$ cat src/rtl/cpu_pkg.sv
// Shared CPU front-end types: PC-unit FSM states and default datapath width.
package cpu_pkg;

  localparam int XLEN_DEF = 32;

  typedef enum logic {PC_RUN, PC_SLEEP} pc_state_e;

  // Index width for an n-entry select, never narrower than one bit.
  function automatic int idx_width(input int n);
    return (n > 1) ? $clog2(n) : 1;
  endfunction

endpackage

$ cat src/rtl/wake_pri_enc.sv
// Lowest-index-wins priority encoder over the wake event vector.
module wake_pri_enc #(
  parameter int N    = 4,
  parameter int ID_W = (N > 1) ? $clog2(N) : 1
)(
  input  logic [N-1:0]    req,
  output logic [ID_W-1:0] idx,
  output logic            any
);

  // Scan high to low so the lowest set index is the final assignment.
  always_comb begin
    idx = '0;
    for (int i = N - 1; i >= 0; i--) begin
      if (req[i]) idx = ID_W'(i);
    end
  end

  assign any = |req;

endmodule

$ cat src/rtl/pc_unit.sv
// IF-stage program counter: trap/redirect/sequential next-PC select plus a
// WFI sleep FSM with edge-detected maskable wake sources and a sleep counter.
module pc_unit
  import cpu_pkg::*;
#(
  parameter int              XLEN      = XLEN_DEF,
  parameter logic [XLEN-1:0] RESET_VEC = '0,
  parameter int              INC       = 4,
  parameter int              NUM_WAKE  = 4,
  parameter int              CNT_W     = 16,
  localparam int             ID_W      = (NUM_WAKE > 1) ? $clog2(NUM_WAKE) : 1
)(
  input  logic                clk,
  input  logic                rst,
  input  logic                stall_i,
  input  logic                wait_i,
  input  logic                redirect_vld_i,
  input  logic [XLEN-1:0]     redirect_pc_i,
  input  logic                trap_vld_i,
  input  logic [XLEN-1:0]     trap_pc_i,
  input  logic                wfi_i,
  input  logic [NUM_WAKE-1:0] wake_i,
  input  logic [NUM_WAKE-1:0] wake_en_i,
  output logic [XLEN-1:0]     pc_o,
  output logic                sleep_o,
  output logic                wake_vld_o,
  output logic [ID_W-1:0]     wake_id_o,
  output logic [CNT_W-1:0]    sleep_cnt_o
);

  pc_state_e           state_q, state_d;
  logic [XLEN-1:0]     pc_q, pc_d, pc_inc;
  logic [CNT_W-1:0]    cnt_q, cnt_d;
  logic                wvld_q, wvld_d;
  logic [ID_W-1:0]     wid_q, wid_d;
  logic [NUM_WAKE-1:0] wake_q, ev;
  logic [ID_W-1:0]     ev_idx;
  logic                ev_any;

  // Rising edges only, so a line held high across WFI never wakes the core.
  assign ev = wake_i & ~wake_q & wake_en_i;

  wake_pri_enc #(.N(NUM_WAKE), .ID_W(ID_W)) u_enc (
    .req (ev),
    .idx (ev_idx),
    .any (ev_any)
  );

  assign pc_inc = pc_q + XLEN'(INC);

  always_ff @(posedge clk) begin
    if (rst) begin
      state_q <= PC_RUN;
      pc_q    <= RESET_VEC;
      cnt_q   <= '0;
      wvld_q  <= 1'b0;
      wid_q   <= '0;
      wake_q  <= '0;
    end else begin
      state_q <= state_d;
      pc_q    <= pc_d;
      cnt_q   <= cnt_d;
      wvld_q  <= wvld_d;
      wid_q   <= wid_d;
      wake_q  <= wake_i;
    end
  end

  always_comb begin
    state_d = state_q;
    pc_d    = pc_q;
    cnt_d   = cnt_q;
    wvld_d  = 1'b0;
    wid_d   = wid_q;
    case (state_q)
      PC_RUN: begin
        if (trap_vld_i) begin
          pc_d = trap_pc_i;
        end else if (stall_i || wait_i) begin
          pc_d = pc_q;
        end else if (redirect_vld_i) begin
          pc_d = redirect_pc_i;
        end else if (wfi_i) begin
          state_d = PC_SLEEP;
          cnt_d   = '0;
        end else begin
          pc_d = pc_inc;
        end
      end
      PC_SLEEP: begin
        // Trap exit is silent: the wake report is for wake sources only.
        if (trap_vld_i) begin
          pc_d    = trap_pc_i;
          state_d = PC_RUN;
        end else if (ev_any) begin
          pc_d    = pc_inc;
          state_d = PC_RUN;
          wvld_d  = 1'b1;
          wid_d   = ev_idx;
        end else if (cnt_q != '1) begin
          cnt_d = cnt_q + 1'b1;
        end
      end
      default: state_d = PC_RUN;
    endcase
  end

  assign pc_o        = pc_q;
  assign sleep_o     = (state_q == PC_SLEEP);
  assign wake_vld_o  = wvld_q;
  assign wake_id_o   = wid_q;
  assign sleep_cnt_o = cnt_q;

endmodule

$ cat config.mk
export PLATFORM = sky130hd
export DESIGN_NAME = pc_unit
export DESIGN_NICKNAME = d
export VERILOG_FILES = /design/src/rtl/cpu_pkg.sv /design/src/rtl/wake_pri_enc.sv /design/src/rtl/pc_unit.sv
export SDC_FILE = /design/constraint.sdc
export NUM_CORES = 1
export LEC_CHECK = 0
export ABC_AREA = 1
export CAP_MARGIN = 20
export CORE_ASPECT_RATIO = 2
export CORE_MARGIN = 10
export CORE_UTILIZATION = 41
export CTS_CLUSTER_DIAMETER = 200
export CTS_CLUSTER_SIZE = 40
export DETAILED_ROUTE_END_ITERATION = 10
export GPL_TIMING_DRIVEN = 0
export PLACE_DENSITY_LB_ADDON = 0.05
export REMOVE_ABC_BUFFERS = 1
export SYNTH_ARGS = -nofsm -noshare
export SYNTH_HDL_FRONTEND = slang
export SYNTH_SLANG_ARGS = --single-unit
$ cat constraint.sdc
create_clock -name clk -period 1.9 [get_ports clk]
set_clock_uncertainty 0.2 [all_clocks]
set_input_delay 0.38 -clock clk [delete_from_list [all_inputs] [get_ports clk]]
set_output_delay 0.38 -clock clk [all_outputs]
set_load 0.005 [all_outputs]
== Yosys cells after proc, flatten, opt, wreduce, memory -nomap -nowiden ==
Index checks and enable logic that the tools add are counted.
W data, S select, Z words.

* Register bits after elaboration: 56
* Output and inout port bits: 52

* $add $sub $neg: 2
* Equal/unequal tests: 11
* Muxes and demuxes: 27
* Bitwise operators: 5
* Reduce and logical (&&, ||, !) cells: 6

{| class="wikitable"
|+ Operators with widths
! operator !! count
|-
| $mux W32 || 6
|-
| $mux W16 || 7
|-
| $pmux W32 S2 || 1
|-
| $add A32 B3 Y32 const B || 1
|-
| $pmux W16 S2 || 1
|-
| $add A16 B1 Y16 const B || 1
|-
| $ne A16 B16 Y1 const B || 1
|-
| $ne A2 B2 Y1 const B || 6
|-
| $and A4 B4 Y4 || 2
|-
| $mux W2 || 4
|-
| $mux W1 || 7
|-
| $reduce_and A7 Y1 || 1
|-
| $reduce_and A3 Y1 || 2
|-
| $ne A4 B4 Y1 const B || 1
|-
| $not A4 Y4 || 1
|-
| $reduce_or A4 Y1 || 1
|-
| $ne A3 B2 Y1 const B || 1
|-
| $ne A3 B3 Y1 const B || 1
|-
| $reduce_or A3 Y1 || 1
|-
| $ne A2 B1 Y1 const B || 1
|-
| $not A1 Y1 || 2
|-
| $pmux W1 S2 || 1
|-
| $logic_or A1 B1 Y1 || 1
|}

== Longest topological paths before layout ==
* Word-level depth: 7
* Depth in mapped cells: 12

== Cells and area by module ==
From an unflattened synthesis, not the netlist that was laid out.

* Cells, all modules: 604
* Area, all modules: 3797.4 um^2

{| class="wikitable"
|+ By module, submodules not included
! module !! times used !! cells each !! area an instance (um^2)
|-
| pc_unit || 1 || 595 || 3751.1
|-
| wake_pri_enc || 1 || 9 || 46.3
|}

== Least setup slack after synthesis ==
Ideal clock, no wire load.

* Path kind: register to register
* From: register pc_q[2], in the netlist pc_o[2]
* To: register pc_q[30], in the netlist pc_o[30]
* Library setup time: 117 ps
* Data arrival time: 1520 ps
* Required time: 1583 ps
* Setup slack: 63 ps
* Stages on the path, launching flop included: 13
* Clock period less this slack: 1837 ps
* Cell sequence: dfxtp_1 -> ha_1 -> nand2_1 -> nor2_1 -> nand2_1 -> nor2_1 -> nand2_1 -> nand2_1 -> nand2_1 -> nand2_1 -> nand2_1 -> nor2_1 -> nor2_1

* Word-level cells in the longest chain between the ends: 6
* Elaborated cells between the ends (all ways): 8
* Those cells by class: 1 x add/sub; 7 x mux

{| class="wikitable"
|+ RTL lines
! what !! line !! source
|-
| start: declaration || pc_unit.sv:32 || <nowiki>logic [XLEN-1:0] pc_q, pc_d, pc_inc;</nowiki>
|-
| start signal: assignment || pc_unit.sv:61 || <nowiki>pc_q <= pc_d;</nowiki>
|-
| $add A32 B3 Y32 (*) || pc_unit.sv:49 || <nowiki>assign pc_inc = pc_q + XLEN'(INC);</nowiki>
|-
| $mux W32 || pc_unit.sv:83 || <nowiki>end else if (wfi_i) begin</nowiki>
|-
| $mux W32 || pc_unit.sv:81 || <nowiki>end else if (redirect_vld_i) begin</nowiki>
|-
| $mux W32 || pc_unit.sv:79 || <nowiki>end else if (stall_i || wait_i) begin</nowiki>
|-
| $mux W32 || pc_unit.sv:77 || <nowiki>if (trap_vld_i) begin</nowiki>
|-
| $pmux W32 S2 (*) || pc_unit.sv:75 || <nowiki>case (state_q)</nowiki>
|}

Every way passes the cells marked *; elsewhere a longest branch is shown, timed or not. The select of a mux whose other input is x is not followed.
A chain may end at the register's enable or synchronous reset.

== Worst setup path in the final report ==
* From: register pc_q[6], in the netlist pc_o[6]
* To: output pc_o[6]

{| class="wikitable"
|+ RTL lines
! what !! line !! source
|-
| end: declaration || pc_unit.sv:24 || <nowiki>output logic [XLEN-1:0] pc_o,</nowiki>
|}

No word-level cell between the ends.

==> qor.yml <==
yosys:
  synth_commonest_cells: "nand2_1 (165), nor2_1 (110), a21oi_1 (58), dfxtp_1 (56), o21ai_0 (44)"
  synth_edf_count: 0
  netlist_area_um2: 3730
  yosysMostFrequentCell: "nand2_1"
  synthFlopType: "dfxtp_1"
  yosys_warnings: 0
  yosys-top-cells-area: "dfxtp_1 (30%), nand2_1 (17%), nor2_1 (11%)"
  yosysTopAreaCell: "dfxtp_1"
  synthCells: 607
  netlist.area_leader.share_pct: 30.1
  avgSynthCellArea_um2: 6.14
  seq_area_frac_synth_pct: 30.1
  async_reset_ff_share_pct: 0
  ys_types: 36
  ys_ff_latch: 56
global_routing:
  grt_max_degree: 27
  grt-ovfl-total: 0
  antenna_found_initial: 0
  grt_usage_pct: 22.2
  grt_pass1_vias: 4754
  grt_pass1_wl_mm: 24.0
pwr:
  power_frac_comb_pct: 24.7
  p_per_area_nw_per_um2: 513
  pwr-share-clk_pct: 31.1
  netSwitchingFraction_pct: 29.5
  p_seq_share_pct: 44.1
  p_sw_mw: 0.885
  power_mw: 3.00
  leakage_nw: 2.13
  worst_ir_drop_vdd_v: 0.000461
  internal_power_mw: 2.11
floorplanning:
  core.rowCount: 49
  ios: 131
  initial_core_util_pct: 41.6
  core_area_um2: 8950
  fp.dieW_um: 87.4
  die_y_um: 155
  die_area_um2: 13500
min_path:
  hp-class: "input port to flip-flop"
  hold_depth: 3
clocking:
  clock-sinks: 56
  clk-insertion-delay-late_ns: 0.30
  holdBufCountCts: 0
  clk_pin_slew_ns: 0.07
  clock_path_buffers: 2
  cts_max_level: 2
  cts_buffers: 5
  cts_tree: "yes"
  clockRootBuffer: "clkbuf_16"
setup_path:
  critPathSlowestCell: "clkdlybuf4s50_1"
  critPathArrivalTime_ns: 1.30
  cp.depth: 1
  startpoint_type: "flip-flop"
  path_class: "flip-flop to primary output"
  cp_max_fo: 5
  crit_path_max_incr_delay_ns: 0.58
  crit_chain: "clkdlybuf4s50_1"
  cp_num_buf_inv: 1
  endpoint_kind: "primary output"
  crit_required_ns: 1.32
  critPathTopFamily: "buffers and inverters"
  reg2reg_depth: 11
timing:
  tightestPinTransition_ns: 0.689
  final.period_utilization_pct: 99.0
  drv_slew: 0
  tns_ns: 0
  finalWorstSetupSlack_ns: 0.0187
  setup_viol: 0
  rsz0062_at_grt: "yes"
  max_freq_mhz: 532
  hold_viol_final: 0
  relSlewSlack_pct: 54.1
  finalCriticalPeriod_ns: 1.88
final_layout:
  nets: 833
  num_antenna_cells: 0
  fin_util_pct: 65.3
  area_delta_synth_final_pct: 56.7
  drive_gt1_share_pct: 15.7
route:
  drt_iter0_markers: 251
  drcViolationCount: 0
  routed_wl_mm: 15.6
  ant_nets: 0
  drt-pass1-iter-count: 5
  vias: 4700
  wl_per_cell_um: 18.2
  viasPerCell: 5.50
flow_run:
  drv_cap: 0
outcome:
  outcome: "completed"
place:
  hpwl_mm: 10.4
  gp_congestion: 0.885
  port-buffer-count: 130
  dp_slack_ns: -1.72
per-stage QoR:
step | std cells | hold slack, ns | area [µm²]
2_1_floorplan | 583 | 0.249 | 3610
3_3_place_gp | 815 | 0.259 | 5040
3_5_place_dp | 816 | 0.257 | 5070
4_1_cts | 845 | 0.271 | 5600
5_1_grt | 854 | 0.192 | 5840
6_report | 854 | 0.158 | 5840
layout make-up:
class	count	area [µm²]
Timing Repair inverter	3	27.5
Tap cell	102	128
Inverter	41	181
Fill cell	858	3110
Clock buffer	5	125
Sequential cell	56	1160
Timing Repair Buffer	153	1560
Clock inverter	2	12.5
Multi-Input combinational cell	492	2650
power groups by stage:
stage               logic [mW]  registers [mW]  clock network, mW
finish                   0.741            1.32              0.934
global route             0.808            1.33              0.983
CTS                      0.706            1.32              0.956
detailed placement       0.639            1.35                  0
global placement         0.621            1.34                  0
floorplan                0.252            1.33                  0
cells in the final DEF (no fill, tap or decap), drive strengths merged, types with 2 or more instances in the layout:
cell type      count
a22o              10
nand3b             4
dfxtp             56
a32o               2
dlymetal6s2s       2
o22ai              4
a21boi             3
a221oi             2
xnor2              6
clkinvlp           3
a21oi             60
buf               24
nor3               5
nor2             115
nand3             32
o21ai             46
ha                 2
clkdlybuf4s50    125
nand2            168
inv               42
a22oi             10
xor2              14
nand4              4
clkdlybuf4s15      2
clkbuf             5
sequential cells by signal, indices dropped and copies added (netlist names):
register / count
sleep_cnt_o: 16
sleep_o: 1
wake_vld_o: 1
pc_o: 32
wake_id_o: 2
wake_q: 4
final timing paths:
kind	start	end	slack, ns
worst min-delay path	wake_i[2]	wake_q[2]	0.16
worst min register to register	wake_id_o[0]	wake_id_o[0]	0.27
worst max register to register	sleep_cnt_o[1]	sleep_cnt_o[6]	0.07
worst max-delay path	pc_o[6]	pc_o[6]	0.02
metal layers:
| metal | wire length [µm] | global-route usage (%) | share of wire (%) |
|---|---|---|---|
| met1 | 5110 | 20.1 | 33 |
| met2 | 8700 | 42.5 | 56 |
| met3 | 1080 | 5.21 | 6.9 |
| met4 | 672 | 11.8 | 4.3 |
| met5 | 0 | 0 | 0 |
cell families (layout without fill, tap and decap cells):
kind of cell,count (synthesis),in the layout,share of synthesized area [%]
and+or+nand+nor,326,331,35.8
AOI/OAI and AO/OA,138,139,21.6
buffers and inverters,65,204,7.22
DFF,56,56,30.1
xor gates and xnor gates,20,20,4.70
adders and majority gates,2,2,0.671
repair_timing:
| action | CTS | global route |
|---|---|---|
| setup buffers | 14 | 9 |
| pin swaps | 10 | 14 |
| gates cloned | 8 | 1 |
| setup endpoints to repair | 58 | 60 |
| resized for setup | 62 | 60 |
No activity file was read; power rests on OpenSTA's default activity.
